==> config.mk <==
export PLATFORM = sky130hd
export DESIGN_NAME = bram_stream_loader
export DESIGN_NICKNAME = d
export VERILOG_FILES = /design/src/rtl/bram_stream_loader.sv
export SDC_FILE = /design/constraint.sdc
export NUM_CORES = 1
export LEC_CHECK = 0
export BUFFER_PORTS_ARGS = -buffer_cell sky130_fd_sc_hd__buf_2
export CORE_UTILIZATION = 37
export CTS_BUF_LIST = sky130_fd_sc_hd__clkbuf_16
export DETAILED_ROUTE_END_ITERATION = 8
export PLACE_DENSITY = 0.74
export RECOVER_POWER = 100
export SETUP_SLACK_MARGIN = 0.02
export SLEW_MARGIN = 20
export SYNTH_ARGS = -nofsm -noshare
export SYNTH_HDL_FRONTEND = slang
export SYNTH_SLANG_ARGS = --single-unit
export TNS_END_PERCENT = 100
==> constraint.sdc <==
create_clock -name Clk -period 8.8 [get_ports Clk]
set_clock_uncertainty 0.1 [all_clocks]
set_input_delay 0.44 -clock Clk [delete_from_list [all_inputs] [get_ports Clk]]
set_output_delay 0.44 -clock Clk [all_outputs]
set_load 0.03 [all_outputs]
==> src/rtl/bram_stream_loader.sv <==
// AXI-Stream to BRAM_CTRL-port loader; owns the BRAM (busy = mux select) only while a load runs.
// Optional feature macro: BRAM_LOADER_CHECKSUM_EN (running sum of written words on checksum).
//
//  state | meaning
//  IDLE  | waiting for start; stream not ready
//  LOAD  | accepting beats, one BRAM write per accepted beat
//  FLUSH | last write is on the port; stream not ready
//  DONE  | done pulse; busy drops when this state exits
module bram_stream_loader #(
    parameter int ADDR_WIDTH = 32,
    parameter int DATA_WIDTH = 32,
    parameter int WEN_WIDTH  = DATA_WIDTH / 8 + (((DATA_WIDTH % 8) != 0) ? 1 : 0),
    parameter int CNT_WIDTH  = 16,
    parameter int ADDR_STEP  = DATA_WIDTH / 8 + (((DATA_WIDTH % 8) != 0) ? 1 : 0)
) (
    input  logic                  Clk,
    input  logic                  Rst_n,
    input  logic                  start,
    input  logic [ADDR_WIDTH-1:0] base_addr,
    input  logic [CNT_WIDTH-1:0]  word_count,
    output logic                  busy,
    output logic                  done,
    output logic                  err,
    output logic [CNT_WIDTH-1:0]  words_done,
    output logic [DATA_WIDTH-1:0] checksum,
    input  logic [DATA_WIDTH-1:0] s_tdata,
    input  logic                  s_tvalid,
    output logic                  s_tready,
    input  logic                  s_tlast,
    output logic [ADDR_WIDTH-1:0] M_Addr,
    output logic                  M_EN,
    output logic [DATA_WIDTH-1:0] M_Din,
    input  logic [DATA_WIDTH-1:0] M_Dout,
    output logic [WEN_WIDTH-1:0]  M_WEN,
    output logic                  M_Clk,
    output logic                  M_Rst
);

    typedef enum logic [1:0] {
        S_IDLE  = 2'd0,
        S_LOAD  = 2'd1,
        S_FLUSH = 2'd2,
        S_DONE  = 2'd3
    } state_t;

    state_t                state_q, state_d;
    logic                  busy_q, busy_d;
    logic                  err_q, err_d;
    logic [CNT_WIDTH-1:0]  cnt_q, cnt_d;
    logic [CNT_WIDTH-1:0]  words_q, words_d;
    logic [ADDR_WIDTH-1:0] next_addr_q, next_addr_d;
    logic                  m_en_q, m_en_d;
    logic [WEN_WIDTH-1:0]  m_wen_q, m_wen_d;
    logic [ADDR_WIDTH-1:0] m_addr_q, m_addr_d;
    logic [DATA_WIDTH-1:0] m_din_q, m_din_d;

    logic accept;
    logic last_beat;
    logic start_ok;

    // Read data is never consumed; the loader only writes.
    logic unused_dout;
    assign unused_dout = ^M_Dout;

    assign s_tready  = (state_q == S_LOAD);
    assign accept    = s_tvalid && s_tready;
    assign last_beat = (words_q == (cnt_q - CNT_WIDTH'(1)));
    assign start_ok  = (state_q == S_IDLE) && start;

    always_comb begin
        state_d     = state_q;
        busy_d      = busy_q;
        err_d       = err_q;
        cnt_d       = cnt_q;
        words_d     = words_q;
        next_addr_d = next_addr_q;
        m_en_d      = 1'b0;
        m_wen_d     = '0;
        m_addr_d    = m_addr_q;
        m_din_d     = m_din_q;

        case (state_q)
            S_IDLE: begin
                if (start) begin
                    cnt_d       = word_count;
                    next_addr_d = base_addr;
                    err_d       = 1'b0;
                    words_d     = '0;
                    busy_d      = 1'b1;
                    state_d     = (word_count == '0) ? S_DONE : S_LOAD;
                end
            end
            S_LOAD: begin
                if (accept) begin
                    m_en_d      = 1'b1;
                    m_wen_d     = '1;
                    m_addr_d    = next_addr_q;
                    m_din_d     = s_tdata;
                    next_addr_d = next_addr_q + ADDR_WIDTH'(ADDR_STEP);
                    words_d     = words_q + CNT_WIDTH'(1);
                    if (last_beat) begin
                        state_d = S_FLUSH;
                        if (!s_tlast) begin
                            err_d = 1'b1;
                        end
                    end else if (s_tlast) begin
                        err_d   = 1'b1;
                        state_d = S_FLUSH;
                    end
                end
            end
            S_FLUSH: begin
                state_d = S_DONE;
            end
            S_DONE: begin
                busy_d  = 1'b0;
                state_d = S_IDLE;
            end
            default: begin
                state_d = S_IDLE;
            end
        endcase
    end

    always_ff @(posedge Clk) begin
        if (!Rst_n) begin
            state_q     <= S_IDLE;
            busy_q      <= 1'b0;
            err_q       <= 1'b0;
            cnt_q       <= '0;
            words_q     <= '0;
            next_addr_q <= '0;
            m_en_q      <= 1'b0;
            m_wen_q     <= '0;
            m_addr_q    <= '0;
            m_din_q     <= '0;
        end else begin
            state_q     <= state_d;
            busy_q      <= busy_d;
            err_q       <= err_d;
            cnt_q       <= cnt_d;
            words_q     <= words_d;
            next_addr_q <= next_addr_d;
            m_en_q      <= m_en_d;
            m_wen_q     <= m_wen_d;
            m_addr_q    <= m_addr_d;
            m_din_q     <= m_din_d;
        end
    end

`ifdef BRAM_LOADER_CHECKSUM_EN
    logic [DATA_WIDTH-1:0] sum_q, sum_d;

    always_comb begin
        sum_d = sum_q;
        if (start_ok) begin
            sum_d = '0;
        end else if (accept) begin
            sum_d = sum_q + s_tdata;
        end
    end

    always_ff @(posedge Clk) begin
        if (!Rst_n) begin
            sum_q <= '0;
        end else begin
            sum_q <= sum_d;
        end
    end

    assign checksum = sum_q;
`else
    logic unused_start_ok;
    assign unused_start_ok = start_ok;
    assign checksum = '0;
`endif

    assign busy       = busy_q;
    assign done       = (state_q == S_DONE);
    assign err        = err_q;
    assign words_done = words_q;
    assign M_EN       = m_en_q;
    assign M_WEN      = m_wen_q;
    assign M_Addr     = m_addr_q;
    assign M_Din      = m_din_q;
    assign M_Clk      = Clk;
    assign M_Rst      = ~Rst_n;

endmodule

==> results of run 1 <==
-- logic make-up (layout without fill, tap and decap cells) --
kind of cell	after synthesis	count (layout)	share of synthesized area, %
AO/OA/AOI/OAI	190	190	17.7
XOR/XNOR	36	36	4.82
adder cells (fa/ha/maj)	7	7	1.34
buffers and inverters	107	230	8.42
flip-flops	133	133	40.7
multiplexers	10	10	1.67
other	1	33	0.0574
AND/OR/NAND/NOR	376	376	25.2
-- cell type report --
| class | instances | area share (%) |
|---|---|---|
| antenna | 1 | 0.0317 |
| clock buffer | 21 | 6.38 |
| clock inverter | 14 | 2.06 |
| inverter | 15 | 0.729 |
| multi-input combinational | 651 | 43.5 |
| sequential | 133 | 33.7 |
| tap | 225 | 3.56 |
| timing repair buffer | 180 | 9.98 |
-- critical path: cells and delay by family --
kind | cells | cell delay, ns
buf+inv | 4 | 4.40
-- power by group through the flow --
stage          Sequential [mW]  Clock, mW  Combinational (mW)
3_3_place_gp             0.766     0.0143               0.567
4_1_cts                  0.756      0.816               0.579
6_report                 0.758      0.794               0.566
2_1_floorplan            0.797     0.0170               0.410
5_1_grt                  0.770      0.837               0.630
3_5_place_dp             0.768     0.0143               0.577
-- final timing paths --
kind,from,end,slack (ns),cells past startpoint
hold / removal,s_tdata[20],M_Din[20],0.04,3
setup / recovery,Rst_n,M_Rst,3.35,4
hold reg to reg,M_Din[31],M_Din[31],0.35,2
setup reg to reg,state_q[0],words_done[15],3.81,10
-- synth_stat cells (all sizes together) (2+ instances only) --
master | number | area share (%)
o211ai | 4 | 0.46
a211oi | 7 | 0.80
a22oi | 9 | 1.0
a21oi | 99 | 7.6
nand2b | 6 | 0.57
nor2b | 5 | 0.48
inv | 13 | 0.75
nand2 | 212 | 12
clkinv | 2 | 0.11
buf | 47 | 5.0
clkbuf | 45 | 2.6
o22ai | 3 | 0.29
or3 | 5 | 0.48
nor4 | 12 | 1.2
o31ai | 2 | 0.23
o21ai | 26 | 2.0
and2 | 5 | 0.48
o41ai | 2 | 0.27
and3 | 11 | 1.1
o21bai | 2 | 0.23
or4 | 7 | 0.86
a222oi | 12 | 1.8
dfxtp | 133 | 41
mux2 | 4 | 0.75
mux2i | 6 | 0.92
o221ai | 2 | 0.27
o21a | 2 | 0.23
a21o | 5 | 0.57
nor3 | 9 | 0.69
ha | 7 | 1.3
xnor2 | 18 | 2.4
a31oi | 4 | 0.38
xor2 | 18 | 2.4
o32ai | 2 | 0.27
nand3 | 21 | 1.6
nor2 | 66 | 3.8
nand4 | 11 | 1.1
a41oi | 2 | 0.27
-- state kept, by name, indices dropped and copies added, names as in the netlist --
signal	cells
M_Addr	32
M_Din	32
next_addr_q	32
cnt_q	16
words_done	16
state_q	2
M_WEN	1
busy	1
err	1
-- metal layers --
layer	part of all wire (%)	global-route usage [%]
met5	0.068	0
met1	43	24.0
met3	7.9	6.38
met4	0.70	6.62
met2	48	32.1
-- stage by stage --
stage	std cells	total power, mW	hold WS (ns)	cell area, um2
finish	1240	2.12	0.0400	7900
global route	1239	2.24	0.0230	7900
CTS	1239	2.15	0.0143	8040
detailed placement	1205	1.36	0.343	7370
global placement	1205	1.35	0.338	7370
floorplan	891	1.22	0.332	6650
==> flow_metrics.py, run 1 <==
metrics = {
    "outcome": {
        "status": "finished with violations",
        "violations": "max-capacitance violations, max-slew violations",
    },
    "critical_path": {
        "critPathKind": "input port to output pin",
        "crit_path_cell_trace": "clkbuf_1 -> clkinvlp_2 -> clkbuf_1 -> buf_2",
        "timing.critical_path.fanout_max": 91,
        "crit_required_ns": 8.26,
        "end_kind": "output pin",
        "slowest_delay_ns": 2.90,
        "cp-start-kind": "input port",
        "crit_top_cell": "sky130_fd_sc_hd__clkbuf_1",
        "data_arrival_time_of_the_critical_path_ns": 4.91,
        "worst_path_max_delay_cell": "sky130_fd_sc_hd__clkbuf_1",
    },
    "floorplan": {
        "boundaryPins": 240,
        "fp.dieH_um": 135,
        "floorplan.die_area_mm2": 0.0182,
        "core_region_area_mm2": 0.0173,
        "dieWidth_um": 135,
        "floorplan.rows": 48,
        "effective_utilization_at_floorplan_pct": 37.8,
    },
    "finish": {
        "area_added_between_synthesis_and_finish_pct": 20.8,
        "fillcell_total": 1800,
        "most_common_library_cell_in_the_layout_ignoring_fill_and_taps": "sky130_fd_sc_hd__nand2_1",
        "area_occupied_by_multi_input_gates_mm2": 0.00344,
        "seq_area_mm2": 0.00266,
        "most-common-layout-cells": "sky130_fd_sc_hd__nand2_1, sky130_fd_sc_hd__dfxtp_1, sky130_fd_sc_hd__a21oi_1, sky130_fd_sc_hd__clkbuf_1, sky130_fd_sc_hd__buf_2",
        "postLayoutCoreUtil_pct": 45.7,
        "final_layout_size_suffix_gt1_share_pct": 12.7,
        "nNetsFinal": 1126,
    },
    "power": {
        "share_comb_of_total_power_pct": 26.7,
        "power_report.internal_total_mw": 1.36,
        "p_sw_mw": 0.755,
        "clock_power_share_pct": 37.5,
        "leak_pwr_nw": 2.97,
        "p_per_area_mw_per_mm2": 268,
        "seq_power_share_pct": 35.8,
        "power.share.switching_pct": 35.6,
        "peakVddDrop_mv": 0.226,
    },
    "placed_design": {
        "io_buffer_count": 175,
        "detailedPlace.worstSlack_ns": 3.71,
        "routabilityCongestion": 0.883,
        "hpwlAfterDp_um": 12100,
    },
    "drt": {
        "initialDrtViolationCount": 365,
        "wirelength_um": 17700,
        "num_vias": 6311,
        "post-route-drc-count": 0,
        "route.detailed.vias_per_inst": 5.09,
        "drtPass1Iterations": 6,
        "final_antenna_net_count": 0,
        "wire_per_inst_um": 14.3,
    },
    "timing": {
        "fraction_of_the_cycle_the_final_worst_path_needs_pct": 61.9,
        "timing_worst_slew_pin_value_ns": 4.08,
        "finalSetupTns_ns": 0,
        "rsz0062_at_grt": "no",
        "max_clock_freq_mhz": 184,
        "maxSlewHeadroom_pct": -172,
        "post-route-min-period_ns": 5.45,
        "timing.final.max_slew_violations": 196,
        "post-route-worst-setup-slack_ns": 3.35,
        "timing_hold_violations_final": 0,
        "finalSetupViolations": 0,
    },
    "cts": {
        "cts_tree": "yes",
        "worst_setup_hold_path_clk_slew_ns": 0.06,
        "hold_buffers": 0,
        "post-cts-setup-buffers": 0,
        "cts.repair.resized": 0,
        "clk-insertion-delay-late_ns": 0.53,
    },
    "global_route": {
        "grt_antenna_before_repair": 2,
        "global_route.usage.total_pct": 19.6,
        "global_route_wire_length_before_repair_um": 28000,
        "via_count_of_the_first_global_routing_pass": 5652,
        "grt-ovfl-total": 0,
        "grt_start_max_net_pins": 92,
    },
    "synthesis": {
        "ys_types": 60,
        "post_synth_inst_count": 860,
        "synth-seq-cells": 133,
        "syn_avg_cell_area_um2": 7.60,
        "syn_area_mm2": 0.00654,
        "synth_warnings": 0,
        "synth_enable_flop_cells": 0,
        "synth_flop_cell": "sky130_fd_sc_hd__dfxtp_1",
        "synth_async_sr_flop_share_pct": 0,
        "synth_seq_area_share_pct": 40.7,
    },
    "worst_hold_path": {
        "worstHoldPathType": "input port to flip-flop",
    },
    "job": {
        "drv_cap": 3,
    },
}
Power figures use the tool's default switching activity.
==> run 2: changes to the inputs <==
PLACE_DENSITY = 0.76   (was 0.74)
clock period = 5 ns   (was 8.8 ns; I/O delays follow)
==> run 2 against run 1 <==
  * The run still ends with max-capacitance violations, max-slew violations left
  * Clock-buffer cell count did not move
  * Register-to-register slack got worse by 2.4 ns
  * Sequential share of layout area fell by 3.0 points
  * Sequential power rose by 77%
  * Hold slack got worse by 0.020 ns
  * Global-route usage rose by 1.5 points
  * Non-clock buffer count rose by 79
  * Sequential cell count did not move
  * Cell area rose by 9.6%
  * First-iteration DRC count fell by 2.2%
  * Largest power group is now registers
==> flow_metrics.py, run 2 (synthesis gave the netlist of run 1 again) <==
metrics = {
    "timing": {
        "max_clock_freq_mhz": 274,
        "timing_hold_violations_final": 0,
        "finalSetupTns_ns": 0,
        "fin_hold_ws_ns": 0.0202,
        "timing.final.max_slew_violations": 53,
        "maxSlewHeadroom_pct": -55.4,
        "timing_worst_slew_pin_value_ns": 2.33,
        "fraction_of_the_cycle_the_final_worst_path_needs_pct": 72.9,
        "finalSetupViolations": 0,
        "post-route-min-period_ns": 3.64,
        "rsz0062_at_grt": "no",
    },
    "worst_hold_path": {
        "min_delay_worst_endpoint": "next_addr_q[19]",
        "hold_crit_depth": 4,
        "timing.hold.worst.start": "base_addr[19]",
        "worstHoldPathType": "input port to flip-flop",
    },
    "critical_path": {
        "critical_path.reg2reg.endpoint": "next_addr_q[10]",
        "r2r_cells": 8,
        "cp-start-kind": "input port",
        "reg2reg_slack_ns": 1.41,
        "critPathKind": "input port to flip-flop",
        "crit_required_ns": 5.32,
        "data_arrival_time_of_the_critical_path_ns": 3.96,
        "timing.critical_path.fanout_max": 52,
        "worstReg2RegStart": "state_q[1]",
        "end_kind": "flip-flop",
    },
    "drt": {
        "final_antenna_net_count": 0,
        "initialDrtViolationCount": 357,
        "wirelength_um": 19100,
        "wire_per_inst_um": 14.5,
        "num_vias": 6738,
        "drtPass1Iterations": 7,
        "route.detailed.vias_per_inst": 5.11,
        "post-route-drc-count": 0,
    },
    "power": {
        "leak_pwr_nw": 3.31,
        "power.share.switching_pct": 36.6,
        "clock_power_share_pct": 35.5,
        "p_per_area_mw_per_mm2": 430,
        "peakVddDrop_mv": 0.360,
        "seq_power_share_pct": 35.8,
        "p_sw_mw": 1.37,
        "post-layout-total-power_mw": 3.73,
        "power_report.internal_total_mw": 2.36,
        "share_comb_of_total_power_pct": 28.7,
    },
    "finish": {
        "area_added_between_synthesis_and_finish_pct": 32.4,
        "layout.cell_area.non_filler_mm2": 0.00866,
        "fillcell_total": 1698,
        "most-common-layout-cells": "sky130_fd_sc_hd__nand2_1, sky130_fd_sc_hd__dfxtp_1, sky130_fd_sc_hd__a21oi_1, sky130_fd_sc_hd__clkbuf_1, sky130_fd_sc_hd__buf_2",
        "layout.cells.non_filler": 1319,
        "final_layout_size_suffix_gt1_share_pct": 12.2,
        "n_antenna_cell": 0,
        "nNetsFinal": 1205,
        "most_common_library_cell_in_the_layout_ignoring_fill_and_taps": "sky130_fd_sc_hd__nand2_1",
    },
    "floorplan": {
        "core_region_area_mm2": 0.0173,
        "fp.dieH_um": 135,
        "dieWidth_um": 135,
        "floorplan.rows": 48,
        "floorplan.die_area_mm2": 0.0182,
        "effective_utilization_at_floorplan_pct": 37.8,
        "boundaryPins": 240,
    },
    "placed_design": {
        "hpwlAfterDp_um": 12500,
        "dpl-instance-area_mm2": 0.00739,
        "io_buffer_count": 175,
        "numPlacedInstances": 1207,
        "routabilityCongestion": 0.887,
    },
    "cts": {
        "cts_tree": "yes",
        "clk-insertion-delay-late_ns": 0.53,
        "post-cts-setup-buffers": 0,
        "worst_setup_hold_path_clk_slew_ns": 0.06,
    },
    "global_route": {
        "global_route.usage.total_pct": 21.1,
        "via_count_of_the_first_global_routing_pass": 6317,
        "global_route_wire_length_before_repair_um": 30400,
        "grt-ovfl-total": 0,
        "grt_antenna_before_repair": 0,
        "grt_start_max_net_pins": 53,
    },
    "outcome": {
        "status": "finished with violations",
        "violations": "max-capacitance violations, max-slew violations",
    },
    "job": {
        "drv_cap": 1,
    },
}
-- run 2: repair_timing --
action / CTS / global route
hold buffers: 77 / 0
endpoints found under the hold margin: 74 / 0
gates resized for setup: 0 / 0
-- run 2: how the worst max path moves through the flow --
stage / start / to / slack, ns / cells after the start
after global routing: Rst_n / M_Din[31] / 1.02 / 5
after global placement: state_q[1] / next_addr_q[9] / 1.90 / 10
after CTS: Clk / M_Clk / 1.73 / 3
after floorplan: Clk / M_Clk / 2.01 / 1
after detailed placement: state_q[1] / next_addr_q[8] / 1.90 / 10
final: Rst_n / M_Din[2] / 1.36 / 5
-- run 2: worst max-delay path, cell delays in order --
cell                            delay, ns
sky130_fd_sc_hd__dlygate4sd3_1       0.52
sky130_fd_sc_hd__clkbuf_1            0.43
sky130_fd_sc_hd__clkinvlp_2          1.15
sky130_fd_sc_hd__clkbuf_1            1.13
sky130_fd_sc_hd__a21oi_1             0.45
-- run 2: metrics by stage --
step | utilization [%] | worst slack (ns)
2_1_floorplan | - | 2.01
3_3_place_gp | 42.7 | 1.90
3_5_place_dp | 42.7 | 1.90
4_1_cts | 50.8 | 1.73
5_1_grt | 50.1 | 1.02
6_report | 50.1 | 1.36
-- run 2: layout make-up --
type                       instances  area (um2)  share of cell area [%]
multi-input combinational        651        3440                    39.7
sequential                       133        2660                    30.8
timing repair buffer             259        1580                    18.2
clock inverter                    15         134                    1.55
inverter                          15        57.6                   0.665
tap                              225         282                    3.25
clock buffer                      21         504                    5.82
-- run 2: power by group through the flow --
stage | logic, mW | clock network, mW | registers [mW]
global route | 1.18 | 1.41 | 1.36
global placement | 1.01 | 0.0252 | 1.35
detailed placement | 1.02 | 0.0252 | 1.35
CTS | 1.08 | 1.35 | 1.33
finish | 1.07 | 1.32 | 1.34
floorplan | 0.721 | 0.0300 | 1.40
-- run 2: layer usage --
metal  track usage, %  part of all wire, %  wire (um)
met4             9.61                  2.6        498
met2             35.1                   49       9280
met3             5.82                  6.7       1280
met1             25.1                   42       8010
met5                0                    0          0
==> run 3: changes to the inputs <==
ABC_AREA = 1   (was default)
PLACE_DENSITY = 0.75   (was 0.76)
clock period = 2.9 ns   (was 5 ns; I/O delays follow)
==> run 3 against run 2 <==
  * The flow finishes with violations (negative hold slack, max-capacitance violations, max-slew violations)
  * Combinational power grew to 3.4 times the previous value
  * Register-to-register slack worse by 0.94 ns
  * Sequential cell count stayed put
  * Die area is 7.2% higher
  * Non-clock buffer count is 8 higher
==> flow_metrics.py, run 3 <==
metrics = {
    "outcome": {
        "status": "finished with violations",
        "violations": "negative hold slack, max-capacitance violations, max-slew violations",
    },
    "power": {
        "post-layout-total-power_mw": 8.73,
        "peakVddDrop_mv": 0.529,
        "p_per_area_mw_per_mm2": 944,
        "leak_pwr_nw": 3.87,
    },
    "synthesis": {
        "synth_enable_flop_cells": 0,
        "synth-seq-cells": 133,
        "synth_warnings": 0,
        "ys_types": 39,
        "post_synth_inst_count": 1043,
        "count_leader_synth": "sky130_fd_sc_hd__nand2_1",
        "synth_flop_cell": "sky130_fd_sc_hd__dfxtp_1",
        "ys_top_cells_by_area": "sky130_fd_sc_hd__dfxtp_1, sky130_fd_sc_hd__nand2_1, sky130_fd_sc_hd__nor2_1, sky130_fd_sc_hd__o21ai_0, sky130_fd_sc_hd__a21oi_1",
        "synth_top_area_share_pct": 38.0,
        "syn_avg_cell_area_um2": 6.73,
        "ys_top_cells_by_count": "sky130_fd_sc_hd__nand2_1, sky130_fd_sc_hd__nor2_1, sky130_fd_sc_hd__dfxtp_1",
        "syn_area_mm2": 0.00702,
        "synth_top_area_cell": "sky130_fd_sc_hd__dfxtp_1",
        "synth_async_sr_flop_share_pct": 0,
        "synth_seq_area_share_pct": 38.0,
    },
    "critical_path": {
        "worstReg2RegStart": "state_q[1]",
        "cp-start-kind": "flip-flop",
        "crit_required_ns": 3.26,
        "data_arrival_time_of_the_critical_path_ns": 2.80,
        "r2r_cells": 7,
        "end_kind": "flip-flop",
        "cp-startpoint": "state_q[1]",
        "timing.critical_path.fanout_max": 46,
        "reg2reg_slack_ns": 0.47,
        "critPathKind": "flip-flop to flip-flop",
    },
    "finish": {
        "postLayoutCoreUtil_pct": 50.7,
        "fillcell_total": 1816,
        "area_occupied_by_multi_input_gates_mm2": 0.00368,
        "layout.cell_area.non_filler_mm2": 0.00926,
        "final_layout_size_suffix_gt1_share_pct": 12.3,
        "nNetsFinal": 1408,
        "most-common-layout-cells": "sky130_fd_sc_hd__nand2_1, sky130_fd_sc_hd__nor2_1, sky130_fd_sc_hd__dfxtp_1, sky130_fd_sc_hd__o21ai_0, sky130_fd_sc_hd__clkbuf_1",
        "area_added_between_synthesis_and_finish_pct": 31.9,
        "seq_area_mm2": 0.00266,
        "most_common_library_cell_in_the_layout_ignoring_fill_and_taps": "sky130_fd_sc_hd__nand2_1",
    },
    "global_route": {
        "grt-ovfl-total": 0,
        "grt_antenna_before_repair": 0,
        "grt_start_max_net_pins": 87,
        "global_route.usage.total_pct": 22.6,
        "global_route_wire_length_before_repair_um": 35000,
        "via_count_of_the_first_global_routing_pass": 7187,
    },
    "drt": {
        "initialDrtViolationCount": 498,
        "route.detailed.vias_per_inst": 4.91,
        "drtPass1Iterations": 6,
        "final_antenna_net_count": 0,
        "num_vias": 7497,
        "wire_per_inst_um": 14.2,
        "wirelength_um": 21700,
        "post-route-drc-count": 0,
    },
    "timing": {
        "finalSetupViolations": 0,
        "rsz0062_at_grt": "no",
        "max_clock_freq_mhz": 411,
        "timing_worst_slew_pin_value_ns": 1.65,
        "timing_hold_violations_final": 5,
        "timing.final.max_slew_violations": 34,
        "maxSlewHeadroom_pct": -9.71,
        "post-route-min-period_ns": 2.43,
        "fin_hold_ws_ns": -0.0124,
        "finalSetupTns_ns": 0,
        "fraction_of_the_cycle_the_final_worst_path_needs_pct": 83.9,
    },
    "placed_design": {
        "routabilityCongestion": 0.916,
        "dpl-instance-area_mm2": 0.00792,
        "io_buffer_count": 175,
        "hpwlAfterDp_um": 14600,
    },
    "floorplan": {
        "dieWidth_um": 140,
        "fp.dieH_um": 140,
        "core_region_area_mm2": 0.0183,
        "floorplan.die_area_mm2": 0.0195,
        "floorplan.rows": 49,
        "effective_utilization_at_floorplan_pct": 38.4,
        "boundaryPins": 240,
    },
    "cts": {
        "clk-insertion-delay-late_ns": 0.53,
        "post-cts-setup-buffers": 0,
        "worst_setup_hold_path_clk_slew_ns": 0.06,
        "cts_tree": "yes",
    },
    "worst_hold_path": {
        "hold_crit_depth": 5,
        "timing.hold.worst.start": "Rst_n",
        "worstHoldPathType": "input port to flip-flop",
    },
    "job": {
        "drv_cap": 1,
    },
}
run 3: worst paths after layout:
| path | to |
|---|---|
| min | words_done[2] |
| max | M_Din[25] |
| min reg2reg | next_addr_q[30] |
| max reg2reg | M_Din[25] |
run 3: metal layers:
layer,track usage (%),routed length (um)
met5,0,0
met4,10.3,545
met3,4.65,1250
met1,26.4,9250
met2,39.7,10600
run 3: what timing repair did:
action,CTS,global route
hold buffers,84,0
setup endpoints to repair,0,3
resized for setup,0,1
endpoints found under the hold margin,85,0
run 3: per-stage QoR:
stage | instances | setup WS, ns
after floorplan | 1074 | 0.809
after global placement | 1407 | 0.267
after detailed placement | 1407 | 0.190
after CTS | 1526 | 0.196
after global routing | 1526 | 0.172
final | 1527 | 0.466
run 3: worst max-delay path: stages (launching register included):
cell and delay [ns]:
sky130_fd_sc_hd__dfxtp_1 0.33, sky130_fd_sc_hd__inv_1 0.09, sky130_fd_sc_hd__ha_1 0.26, sky130_fd_sc_hd__nand2_1 0.12, sky130_fd_sc_hd__inv_2 0.52, sky130_fd_sc_hd__clkbuf_2 0.68
sky130_fd_sc_hd__nor2_1 0.11, sky130_fd_sc_hd__nor2_1 0.14
run 3: logic make-up (layout without fill, tap and decap cells):
kind of cell,count (synthesis),count (layout),share of synthesized area (%)
AND/OR/NAND/NOR,509,509,31.7
AO/OA/AOI/OAI,208,208,15.7
buffers and inverters,167,390,11.1
flip-flops,133,133,38.0
XOR/XNOR,18,18,2.25
adder cells (fa/ha/maj),7,7,1.25
other,1,33,0.0535
run 3: final cells by class:
class / instances / share of cell area (%)
clock buffer: 21 / 5.45
antenna: 1 / 0.0270
tap: 229 / 3.10
clock inverter: 15 / 1.49
inverter: 87 / 3.53
timing repair buffer: 267 / 17.8
multi-input combinational: 774 / 39.8
sequential: 133 / 28.8
run 3: power breakdown:
part | leakage (nW) | internal, mW | switching, mW
registers | 1.09 | 2.32 | 0.437
clock network | 0.302 | 1.43 | 0.893
logic | 2.48 | 1.12 | 2.53
total | 3.87 | 4.87 | 3.86
